### src/rtl/cpu_seq_ctrl_if.sv
// rtl/cpu_seq_ctrl_if.sv - handshake and control bundle between the sequencer and the cpe_cpu datapath
interface cpu_seq_ctrl_if;
  logic [31:0] instr_w_i;
  logic        mem_ack_w_i_h;
  logic        cond_branch_w_i_h;
  logic        fetch_req_w_o_h;
  logic        ir_wr_w_o_h;
  logic        pc_wr_w_o_h;
  logic [1:0]  pc_sel_w_o;
  logic        alu_a_sel_w_o;
  logic        alu_b_sel_w_o;
  logic [1:0]  wb_sel_w_o;
  logic        reg_wr_flag_w_o;
  logic        mem_rd_w_o_h;
  logic        mem_wr_w_o_h;
  logic [1:0]  mem_rd_byte_sel_w_o;
  logic [1:0]  mem_wr_byte_sel_w_o;
  logic        trap_w_o_h;
  logic [2:0]  state_w_o;

  modport master (
    input  instr_w_i, mem_ack_w_i_h, cond_branch_w_i_h,
    output fetch_req_w_o_h, ir_wr_w_o_h, pc_wr_w_o_h, pc_sel_w_o,
           alu_a_sel_w_o, alu_b_sel_w_o, wb_sel_w_o, reg_wr_flag_w_o,
           mem_rd_w_o_h, mem_wr_w_o_h, mem_rd_byte_sel_w_o, mem_wr_byte_sel_w_o,
           trap_w_o_h, state_w_o
  );

  modport slave (
    output instr_w_i, mem_ack_w_i_h, cond_branch_w_i_h,
    input  fetch_req_w_o_h, ir_wr_w_o_h, pc_wr_w_o_h, pc_sel_w_o,
           alu_a_sel_w_o, alu_b_sel_w_o, wb_sel_w_o, reg_wr_flag_w_o,
           mem_rd_w_o_h, mem_wr_w_o_h, mem_rd_byte_sel_w_o, mem_wr_byte_sel_w_o,
           trap_w_o_h, state_w_o
  );
endinterface

### src/rtl/cpu_seq_ctrl.sv
// rtl/cpu_seq_ctrl.sv - multi-cycle RV32I control sequencer (fetch/decode/exec/mem/wb)
module cpu_seq_ctrl #(
  parameter int unsigned MEM_TIMEOUT = 15
) (
  input  logic           clk_w_i,
  input  logic           res_w_i_h,
  cpu_seq_ctrl_if.master bus
);

  typedef enum logic [2:0] {
    ST_FETCH  = 3'd0,
    ST_DECODE = 3'd1,
    ST_EXEC   = 3'd2,
    ST_MEM    = 3'd3,
    ST_WB     = 3'd4,
    ST_TRAP   = 3'd7
  } state_e;

  typedef enum logic [3:0] {
    CL_OP, CL_OPIMM, CL_LOAD, CL_STORE, CL_BRANCH, CL_JAL,
    CL_JALR, CL_LUI, CL_AUIPC, CL_FENCE, CL_SYSTEM, CL_ILLEGAL
  } cls_e;

  localparam logic [7:0] TmoLimit = 8'(MEM_TIMEOUT);

  state_e     state_q, state_d;
  cls_e       cls_q, cls_d, dec_cls;
  logic [7:0] tmo_q, tmo_d;

  logic       ack;
  logic       fetch_req, ir_wr, pc_wr, reg_wr, mem_rd, mem_wr;
  logic       alu_a, alu_b;
  logic [1:0] pc_sel, wb_sel, rd_bs, wr_bs;
  logic       rd_is_x0;
  logic       unused_instr_bits;

  assign ack               = bus.mem_ack_w_i_h;
  assign rd_is_x0          = (bus.instr_w_i[11:7] == 5'd0);
  assign unused_instr_bits = ^bus.instr_w_i[31:14];

  // Non-11 low bits never match a listed opcode, so they fall into CL_ILLEGAL.
  always_comb begin
    dec_cls = CL_ILLEGAL;
    case (bus.instr_w_i[6:0])
      7'h33:   dec_cls = CL_OP;
      7'h13:   dec_cls = CL_OPIMM;
      7'h03:   dec_cls = CL_LOAD;
      7'h23:   dec_cls = CL_STORE;
      7'h63:   dec_cls = CL_BRANCH;
      7'h6F:   dec_cls = CL_JAL;
      7'h67:   dec_cls = CL_JALR;
      7'h37:   dec_cls = CL_LUI;
      7'h17:   dec_cls = CL_AUIPC;
      7'h0F:   dec_cls = CL_FENCE;
      7'h73:   dec_cls = CL_SYSTEM;
      default: dec_cls = CL_ILLEGAL;
    endcase
  end

  always_comb begin
    state_d   = state_q;
    cls_d     = cls_q;
    tmo_d     = tmo_q;
    fetch_req = 1'b0;
    ir_wr     = 1'b0;
    pc_wr     = 1'b0;
    pc_sel    = 2'd0;
    alu_a     = 1'b0;
    alu_b     = 1'b0;
    wb_sel    = 2'd0;
    reg_wr    = 1'b0;
    mem_rd    = 1'b0;
    mem_wr    = 1'b0;
    rd_bs     = 2'd0;
    wr_bs     = 2'd0;

    // ALU muxes stay put past EXEC so the combinational ALU result remains valid for MEM and WB.
    if (state_q == ST_EXEC || state_q == ST_MEM || state_q == ST_WB) begin
      alu_a = (cls_q == CL_AUIPC);
      alu_b = (cls_q == CL_AUIPC) || (cls_q == CL_OPIMM) || (cls_q == CL_LOAD) ||
              (cls_q == CL_STORE) || (cls_q == CL_JALR);
    end

    case (state_q)
      ST_FETCH: begin
        fetch_req = 1'b1;
        if (ack) begin
          ir_wr   = 1'b1;
          state_d = ST_DECODE;
        end else if (tmo_q == TmoLimit) begin
          state_d = ST_TRAP;
        end else begin
          tmo_d = tmo_q + 8'd1;
        end
      end

      ST_DECODE: begin
        cls_d   = dec_cls;
        state_d = (dec_cls == CL_ILLEGAL) ? ST_TRAP : ST_EXEC;
      end

      ST_EXEC: begin
        case (cls_q)
          CL_LOAD, CL_STORE: begin
            state_d = ST_MEM;
            tmo_d   = 8'd0;
          end
          CL_BRANCH: begin
            pc_wr   = 1'b1;
            pc_sel  = bus.cond_branch_w_i_h ? 2'd1 : 2'd0;
            state_d = ST_FETCH;
            tmo_d   = 8'd0;
          end
          CL_FENCE: begin
            pc_wr   = 1'b1;
            state_d = ST_FETCH;
            tmo_d   = 8'd0;
          end
          CL_SYSTEM, CL_ILLEGAL: state_d = ST_TRAP;
          default:               state_d = ST_WB;
        endcase
      end

      ST_MEM: begin
        mem_rd = (cls_q == CL_LOAD);
        mem_wr = (cls_q == CL_STORE);
        rd_bs  = mem_rd ? bus.instr_w_i[13:12] : 2'd0;
        wr_bs  = mem_wr ? bus.instr_w_i[13:12] : 2'd0;
        if (ack) begin
          if (mem_rd) begin
            state_d = ST_WB;
          end else begin
            pc_wr   = 1'b1;
            state_d = ST_FETCH;
            tmo_d   = 8'd0;
          end
        end else if (tmo_q == TmoLimit) begin
          state_d = ST_TRAP;
        end else begin
          tmo_d = tmo_q + 8'd1;
        end
      end

      ST_WB: begin
        reg_wr = !rd_is_x0;
        pc_wr  = 1'b1;
        case (cls_q)
          CL_LOAD: wb_sel = 2'd1;
          CL_JAL:  begin wb_sel = 2'd2; pc_sel = 2'd1; end
          CL_JALR: begin wb_sel = 2'd2; pc_sel = 2'd2; end
          CL_LUI:  wb_sel = 2'd3;
          default: wb_sel = 2'd0;
        endcase
        state_d = ST_FETCH;
        tmo_d   = 8'd0;
      end

      ST_TRAP: state_d = ST_TRAP;

      default: state_d = ST_TRAP;
    endcase
  end

  always_ff @(posedge clk_w_i) begin
    if (res_w_i_h) begin
      state_q <= ST_FETCH;
      cls_q   <= CL_ILLEGAL;
      tmo_q   <= 8'd0;
    end else begin
      state_q <= state_d;
      cls_q   <= cls_d;
      tmo_q   <= tmo_d;
    end
  end

  // Strobes are masked during reset so an aborted instruction never writes PC, registers or memory.
  assign bus.fetch_req_w_o_h     = fetch_req & ~res_w_i_h;
  assign bus.ir_wr_w_o_h         = ir_wr & ~res_w_i_h;
  assign bus.pc_wr_w_o_h         = pc_wr & ~res_w_i_h;
  assign bus.pc_sel_w_o          = pc_sel & {2{~res_w_i_h}};
  assign bus.alu_a_sel_w_o       = alu_a & ~res_w_i_h;
  assign bus.alu_b_sel_w_o       = alu_b & ~res_w_i_h;
  assign bus.wb_sel_w_o          = wb_sel & {2{~res_w_i_h}};
  assign bus.reg_wr_flag_w_o     = reg_wr & ~res_w_i_h;
  assign bus.mem_rd_w_o_h        = mem_rd & ~res_w_i_h;
  assign bus.mem_wr_w_o_h        = mem_wr & ~res_w_i_h;
  assign bus.mem_rd_byte_sel_w_o = rd_bs & {2{~res_w_i_h}};
  assign bus.mem_wr_byte_sel_w_o = wr_bs & {2{~res_w_i_h}};
  assign bus.trap_w_o_h          = (state_q == ST_TRAP);
  assign bus.state_w_o           = state_q;

endmodule

### src/flat_wrapper.sv
// flat-port wrapper written by rule: the top's interface ports become plain ports
module cpu_seq_ctrl_flat 
#(
  parameter int unsigned MEM_TIMEOUT = 15
)
  (clk_w_i, res_w_i_h, bus_instr_w_i, bus_mem_ack_w_i_h, bus_cond_branch_w_i_h, bus_fetch_req_w_o_h, bus_ir_wr_w_o_h, bus_pc_wr_w_o_h, bus_pc_sel_w_o, bus_alu_a_sel_w_o, bus_alu_b_sel_w_o, bus_wb_sel_w_o, bus_reg_wr_flag_w_o, bus_mem_rd_w_o_h, bus_mem_wr_w_o_h, bus_mem_rd_byte_sel_w_o, bus_mem_wr_byte_sel_w_o, bus_trap_w_o_h, bus_state_w_o);
  cpu_seq_ctrl_if bus_i ();
  input  logic clk_w_i;
  input  logic res_w_i_h;
  input wire logic [$bits(bus_i.instr_w_i)-1:0] bus_instr_w_i;
  input wire logic [$bits(bus_i.mem_ack_w_i_h)-1:0] bus_mem_ack_w_i_h;
  input wire logic [$bits(bus_i.cond_branch_w_i_h)-1:0] bus_cond_branch_w_i_h;
  output wire logic [$bits(bus_i.fetch_req_w_o_h)-1:0] bus_fetch_req_w_o_h;
  output wire logic [$bits(bus_i.ir_wr_w_o_h)-1:0] bus_ir_wr_w_o_h;
  output wire logic [$bits(bus_i.pc_wr_w_o_h)-1:0] bus_pc_wr_w_o_h;
  output wire logic [$bits(bus_i.pc_sel_w_o)-1:0] bus_pc_sel_w_o;
  output wire logic [$bits(bus_i.alu_a_sel_w_o)-1:0] bus_alu_a_sel_w_o;
  output wire logic [$bits(bus_i.alu_b_sel_w_o)-1:0] bus_alu_b_sel_w_o;
  output wire logic [$bits(bus_i.wb_sel_w_o)-1:0] bus_wb_sel_w_o;
  output wire logic [$bits(bus_i.reg_wr_flag_w_o)-1:0] bus_reg_wr_flag_w_o;
  output wire logic [$bits(bus_i.mem_rd_w_o_h)-1:0] bus_mem_rd_w_o_h;
  output wire logic [$bits(bus_i.mem_wr_w_o_h)-1:0] bus_mem_wr_w_o_h;
  output wire logic [$bits(bus_i.mem_rd_byte_sel_w_o)-1:0] bus_mem_rd_byte_sel_w_o;
  output wire logic [$bits(bus_i.mem_wr_byte_sel_w_o)-1:0] bus_mem_wr_byte_sel_w_o;
  output wire logic [$bits(bus_i.trap_w_o_h)-1:0] bus_trap_w_o_h;
  output wire logic [$bits(bus_i.state_w_o)-1:0] bus_state_w_o;
  assign bus_i.instr_w_i = bus_instr_w_i;
  assign bus_i.mem_ack_w_i_h = bus_mem_ack_w_i_h;
  assign bus_i.cond_branch_w_i_h = bus_cond_branch_w_i_h;
  assign bus_fetch_req_w_o_h = bus_i.fetch_req_w_o_h;
  assign bus_ir_wr_w_o_h = bus_i.ir_wr_w_o_h;
  assign bus_pc_wr_w_o_h = bus_i.pc_wr_w_o_h;
  assign bus_pc_sel_w_o = bus_i.pc_sel_w_o;
  assign bus_alu_a_sel_w_o = bus_i.alu_a_sel_w_o;
  assign bus_alu_b_sel_w_o = bus_i.alu_b_sel_w_o;
  assign bus_wb_sel_w_o = bus_i.wb_sel_w_o;
  assign bus_reg_wr_flag_w_o = bus_i.reg_wr_flag_w_o;
  assign bus_mem_rd_w_o_h = bus_i.mem_rd_w_o_h;
  assign bus_mem_wr_w_o_h = bus_i.mem_wr_w_o_h;
  assign bus_mem_rd_byte_sel_w_o = bus_i.mem_rd_byte_sel_w_o;
  assign bus_mem_wr_byte_sel_w_o = bus_i.mem_wr_byte_sel_w_o;
  assign bus_trap_w_o_h = bus_i.trap_w_o_h;
  assign bus_state_w_o = bus_i.state_w_o;
  cpu_seq_ctrl #(.MEM_TIMEOUT(MEM_TIMEOUT)) u_core (.clk_w_i(clk_w_i), .res_w_i_h(res_w_i_h), .bus(bus_i));
endmodule
### config.mk
export PLATFORM = sky130hd
export DESIGN_NAME = cpu_seq_ctrl_flat
export DESIGN_NICKNAME = d
export VERILOG_FILES = /design/src/rtl/cpu_seq_ctrl_if.sv /design/src/rtl/cpu_seq_ctrl.sv /design/src/flat_wrapper.sv
export SDC_FILE = /design/constraint.sdc
export NUM_CORES = 1
export LEC_CHECK = 0
export CORE_ASPECT_RATIO = 1.1
export CORE_MARGIN = 2
export CORE_UTILIZATION = 39
export CTS_CLUSTER_SIZE = 10
export DETAILED_ROUTE_END_ITERATION = 12
export GPL_ROUTABILITY_DRIVEN = 0
export MAX_ROUTING_LAYER = met4
export PLACE_DENSITY = 0.77
export RECOVER_POWER = 100
export SLEW_MARGIN = 5
export SYNTH_ARGS = -nofsm -noshare
export SYNTH_HDL_FRONTEND = slang
export SYNTH_SLANG_ARGS = --single-unit
export TNS_END_PERCENT = 1
### constraint.sdc
create_clock -name clk_w_i -period 1.7 [get_ports clk_w_i]
set_input_delay 0.255 -clock clk_w_i [delete_from_list [all_inputs] [get_ports clk_w_i]]
set_output_delay 0.255 -clock clk_w_i [all_outputs]
set_load 0.005 [all_outputs]
---- Yosys cells after proc, flatten, opt, wreduce, memory -nomap -nowiden ----
Index checks and enable logic that the tools add are counted.
cells by class
  muxes and demuxes ....................... 36
  reduce and logical (&&, ||, !) cells .... 16
  bitwise gates (word level) .............. 13
  add/sub/neg operators ................... 1
  eq/ne operators ......................... 32
operator list
  kind                 number
  $pmux 4 s11          1
  $mux 8               5
  $pmux 8 s4           1
  $eq 7x7->1 const B   4
  $eq 7x6->1 const B   3
  $eq 4x4->1 const B   5
  $eq 4x3->1 const B   4
  $mux 3               5
  $pmux 3 s5           1
  $eq 7x5->1 const B   2
  $mux 1               12
  $mux 2               6
  $pmux 3 s3           1
  $add 8x1->8 const B  1
  $and 1x1->1          8
  $and 2x2->2          4
  $eq 4x2->1 const B   2
  $eq 8x4->1 const B   1
  $pmux 2 s2           2
  $reduce_or 2->1      4
  $eq 7x2->1 const B   1
  $eq 7x4->1 const B   1
  $eq 3x2->1 const B   2
  $eq 3x3->1 const B   2
  other kinds (14)     20
word-level totals
  word-level logic and storage cells ...... 101
  output and inout bits ................... 20
  bits of input ports ..................... 36
  flip-flop bits (word level) ............. 15

---- Logic depth before layout (Yosys ltp) ----
  depth after elaboration ................. 7
  mapped depth ............................ 7
  depth with buffers taken out ............ 6

---- Least setup slack after synthesis ----
Ideal clock, no wire load.
  path type ............................... register -> output
  start point ............................. reg u_core.cls_q[1]
  end point ............................... out bus_mem_rd_byte_sel_w_o[0]
  setup slack ............................. 0.021 ns
  required time ........................... 1.445 ns
  path buffers ............................ 1
  cell stages (with the launch flop) ...... 6
  arrival time ............................ 1.424 ns
  path through ............................ dfxtp_1 > buf_4 > nor2b_1 > nand2b_1 > nor4b_1 > and2_1
on the way
  cells in the longest elaborated chain, start to end .. 4
ends and longest elaborated chain
  item                    RTL line             text
  start, declared         cpu_seq_ctrl.sv:27   cls_e cls_q, cls_d, dec_cls;
  start signal, assigned  cpu_seq_ctrl.sv:171  cls_q <= cls_d;
  $eq 4x2->1              cpu_seq_ctrl.sv:125  mem_rd = (cls_q == CL_LOAD);
  $mux 2                  cpu_seq_ctrl.sv:127  rd_bs = mem_rd ? bus.instr_w_i[13:12] : 2'd0;
  $mux 2                  cpu_seq_ctrl.sv:84   case (state_q)
  $and 2x2->2             cpu_seq_ctrl.sv:187  assign bus.mem_rd_byte_sel_w_o = rd_bs & {2{~res_w_i_h}};
  end, declared           flat_wrapper.sv:23   output wire logic [$bits(bus_i.mem_rd_byte_sel_w_o)-1:0] bus_mem_rd_byte_sel_w_o;
No other way between the ends.

---- Worst setup path after layout ----
  start point ............................. reg u_core.cls_q[3]
  end point ............................... out bus_mem_rd_byte_sel_w_o[1]
Same word-level chain as after synthesis.

==> summary.txt <==
Run status
  – Status: complete, but fails checks
  – Failing checks: setup timing

STA
  – Final setup TNS: -1210 ps
  – RSZ-0062 raised after global routing: true
  – Worst slew margin: 71.9%
  – Fin. Hold Viols: 0
  – Count of pins over their slew limit: 0
  – Final setup viols: 16
  – Final Worst Setup Slack: -203 ps
  – Fmax: 525 MHz
  – Fin crit share: 112%
  – Minimum clock period: 1900 ps
  – Least-Margin Pin Slew: 421 ps
  – Worst clock skew: 8.26 ps

Clock network
  – CTS clk-pin slew, worst paths: 100 ps
  – CTS max path bufs: 2
  – Total CTS buffers: 3
  – CTS tree: done
  – Clk Tree Root Cell: clkbuf_4
  – Sink Count: 15
  – H-tree levels: 1
  – Skew-Pair Late Insertion Delay: 300 ps

Setup path
  – CP startpoint kind: flip-flop
  – CP max stage cell: dfxtp_4
  – Worst path most repeated cell: buf_6
  – Critical Path Sink Type: primary output
  – Largest stage delay on the critical path: 390 ps
  – Worst Path Class, Setup: flip-flop to primary output
  – CP Buf/Inv Count: 3
  – CP Max Fanout: 8
  – CP cell instances: nor2b_4 > nand2b_4 > nor4b_4 > buf_4 > buf_6 > and2_4 > buf_6
  – CP top delay family: simple AND/OR/NAND/NOR gates
  – Critical Path AT: 1650 ps
  – Worst EP required: 1440 ps

Detailed routing
  – Drt total wl: 4390 um
  – DRT antenna net count: 0
  – # DRC: 0
  – DR pass1 iterations: 4
  – Via density: 5.47
  – Via count: 1,729
  – DRT iter0 DRCs: 58
  – Post-detailed-route wirelength per cell: 13.9 um

Yosys
  – Post-synth top area share: 22.1%
  – Cell count after synthesis: 193
  – Post-synth EDFFs: 0
  – Fraction of registers with async set or reset after synthesis: 0%
  – Top post-synthesis cells by area: dfxtp_1, nand2_1, a21oi_1, nand2b_1, nor2b_1
  – Post-synthesis area per instance: 7.03 um^2
  – Synth warn: 0
  – Main flop type after synthesis: dfxtp_1
  – Synthesized cell area: 0.00136 mm^2
  – Synthesized flop and latch total: 15
  – Syn_nets: 230
  – Unique masters post-synth: 52
  – Leading area contributor after synthesis: dfxtp_1
  – Sequential-to-total area share from yosys stat: 22.1%

Place
  – Hpwl dp: 2860 um
  – Pre-CTS setup slack: -484 ps
  – PortBufs: 37

Floorplanning
  – CORE AREA: 0.00333 mm^2
  – Die Span X: 60.3 um
  – Top-Level Pins: 56
  – Starting density of the core: 40.8%
  – DIE AREA: 0.00397 mm^2
  – Core Rows: 22
  – Die Span Y: 65.9 um

Power and ir drop
  – Static leakage: 0.000913 uW
  – Part of the power in registers: 24.0%
  – Power density over cell area: 862 mW/mm^2
  – Comb pwr share: 65.0%
  – Pint: 1140 uW
  – Clk pwr share: 11.0%
  – NetSw: 815 uW
  – Max IR drop VDD: 0.383 mV
  – Overall Power: 1960 uW
  – Net Sw Frac: 41.6%

GRT
  – Total track usage: 23.5%
  – Largest net degree at the start of global routing: 22
  – First-pass GRT wire length: 7020 um
  – Vias in the first global route: 1,606
  – Global route total overflow: 0
  – Initial antenna violation count: 0

Final layout
  – Nets@finish: 306
  – Area Growth Syn to Fin: 67.5%
  – Share of cells above drive strength 1: 37.7%
  – N_diodes: 0

Min path
  – Worst min-delay path class: flip-flop to flip-flop

Flow run
  – Max-cap violation count: 0
==> metal layers <==
layer	track usage (%)	wire, um
met5	-	0
met4	11.1	109
met3	4.70	208
met2	40.8	2290
met1	25.1	1780
==> synth_stat cells (all sizes together) (3+ instances only) <==
| cell | instances |
|---|---|
| inv | 6 |
| a211oi | 3 |
| nor3 | 8 |
| and3 | 3 |
| nand2b | 8 |
| nor3b | 5 |
| nor2 | 13 |
| and2 | 7 |
| nor4 | 3 |
| nand2 | 23 |
| o21ai | 14 |
| clkbuf | 10 |
| nand3 | 8 |
| dfxtp | 15 |
| a21oi | 12 |
| a31oi | 7 |
| nor2b | 8 |
| buf | 3 |
| nor4b | 3 |
==> kinds of logic after synthesis <==
kind of cell	synth area share [%]
AO/OA/AOI/OAI	29.7
XOR/XNOR	1.29
adder cells (fa/ha/maj)	0.922
buffers and inverters	6.08
flip-flops	22.1
AND/OR/NAND/NOR	39.9
==> power by group through the flow <==
stage	sequential, uW	combinational (uW)	clock [uW]
floorplan	464	531	0
global placement	457	996	0
detailed placement	461	1020	0
CTS	461	1160	213
global route	474	1390	232
finish	471	1270	215
==> final timing paths <==
path	from	to	slack, ps	cells after the start
worst min register to register	u_core.tmo_q[7]	u_core.tmo_q[7]	510	2
worst max register to register	u_core.cls_q[1]	u_core.tmo_q[7]	-50	8
worst max-delay path	u_core.cls_q[3]	bus_mem_rd_byte_sel_w_o[1]	-200	7
worst min-delay path	u_core.tmo_q[7]	u_core.tmo_q[7]	510	2
==> worst register-to-register path, stage by stage, from the launching register on <==
cell and delay, ps:
dfxtp_2 350, buf_6 110, buf_6 130, nor3b_4 60
a2111oi_4 390, a211oi_2 130, buf_6 170, a21boi_1 130
o32ai_1 210
==> layout by cell type, fill, tap and decap left out, types with 3 or more instances in the layout <==
master / netlist / layout
clkbuf_4: 0 / 3
clkdlybuf4s50_1: 0 / 18
nand2b_1: 8 / 6
nand2_1: 23 / 21
dlygate4sd2_1: 0 / 4
dfxtp_4: 0 / 4
buf_6: 1 / 8
and2_1: 7 / 6
nor4b_4: 0 / 3
inv_1: 5 / 5
buf_4: 1 / 39
nor2b_1: 8 / 5
o21ai_1: 4 / 6
a31oi_1: 7 / 7
nand3_1: 8 / 7
nor2b_4: 0 / 3
a21oi_1: 12 / 10
nor2_1: 13 / 11
o21ai_0: 10 / 8
buf_2: 0 / 10
a211oi_2: 2 / 3
nor3_1: 8 / 8
and3_1: 3 / 3
dfxtp_1: 15 / 7
dfxtp_2: 0 / 4
==> area by class of cell <==
| cell class | instances | area (um^2) |
|---|---|---|
| clock buffers | 3 | 22.5 |
| clock inverters | 1 | 5.00 |
| fillers | 277 | 1060 |
| inverters | 6 | 22.5 |
| multi-input cells | 159 | 1140 |
| flip-flops and latches | 15 | 320 |
| well taps | 48 | 60.1 |
| repair buffers | 84 | 699 |
==> state kept, by name, summed over array words and instances (netlist names) <==
name,flops
u_core.bus.state_w_o,3
u_core.cls_q,4
u_core.tmo_q,8
==> what timing repair did <==
item | 4_1_cts | 5_1_grt
setup endpoints to repair | 26 | 26
pin swaps | 10 | 7
resized for setup | 82 | 30
hold buffers | 0 | 0
buffers inserted | 5 | 1
==> metrics by stage <==
stage               instances  area (um^2)  util [%]  hold slack (ps)
global route              316         2270      68.3              561
CTS                       315         2180      65.4              507
global placement          306         2040      61.1              484
detailed placement        306         2040      61.1              493
floorplan                 193         1360         -              451
finish                    316         2270      68.3              511
Power figures use the tool's default switching activity.
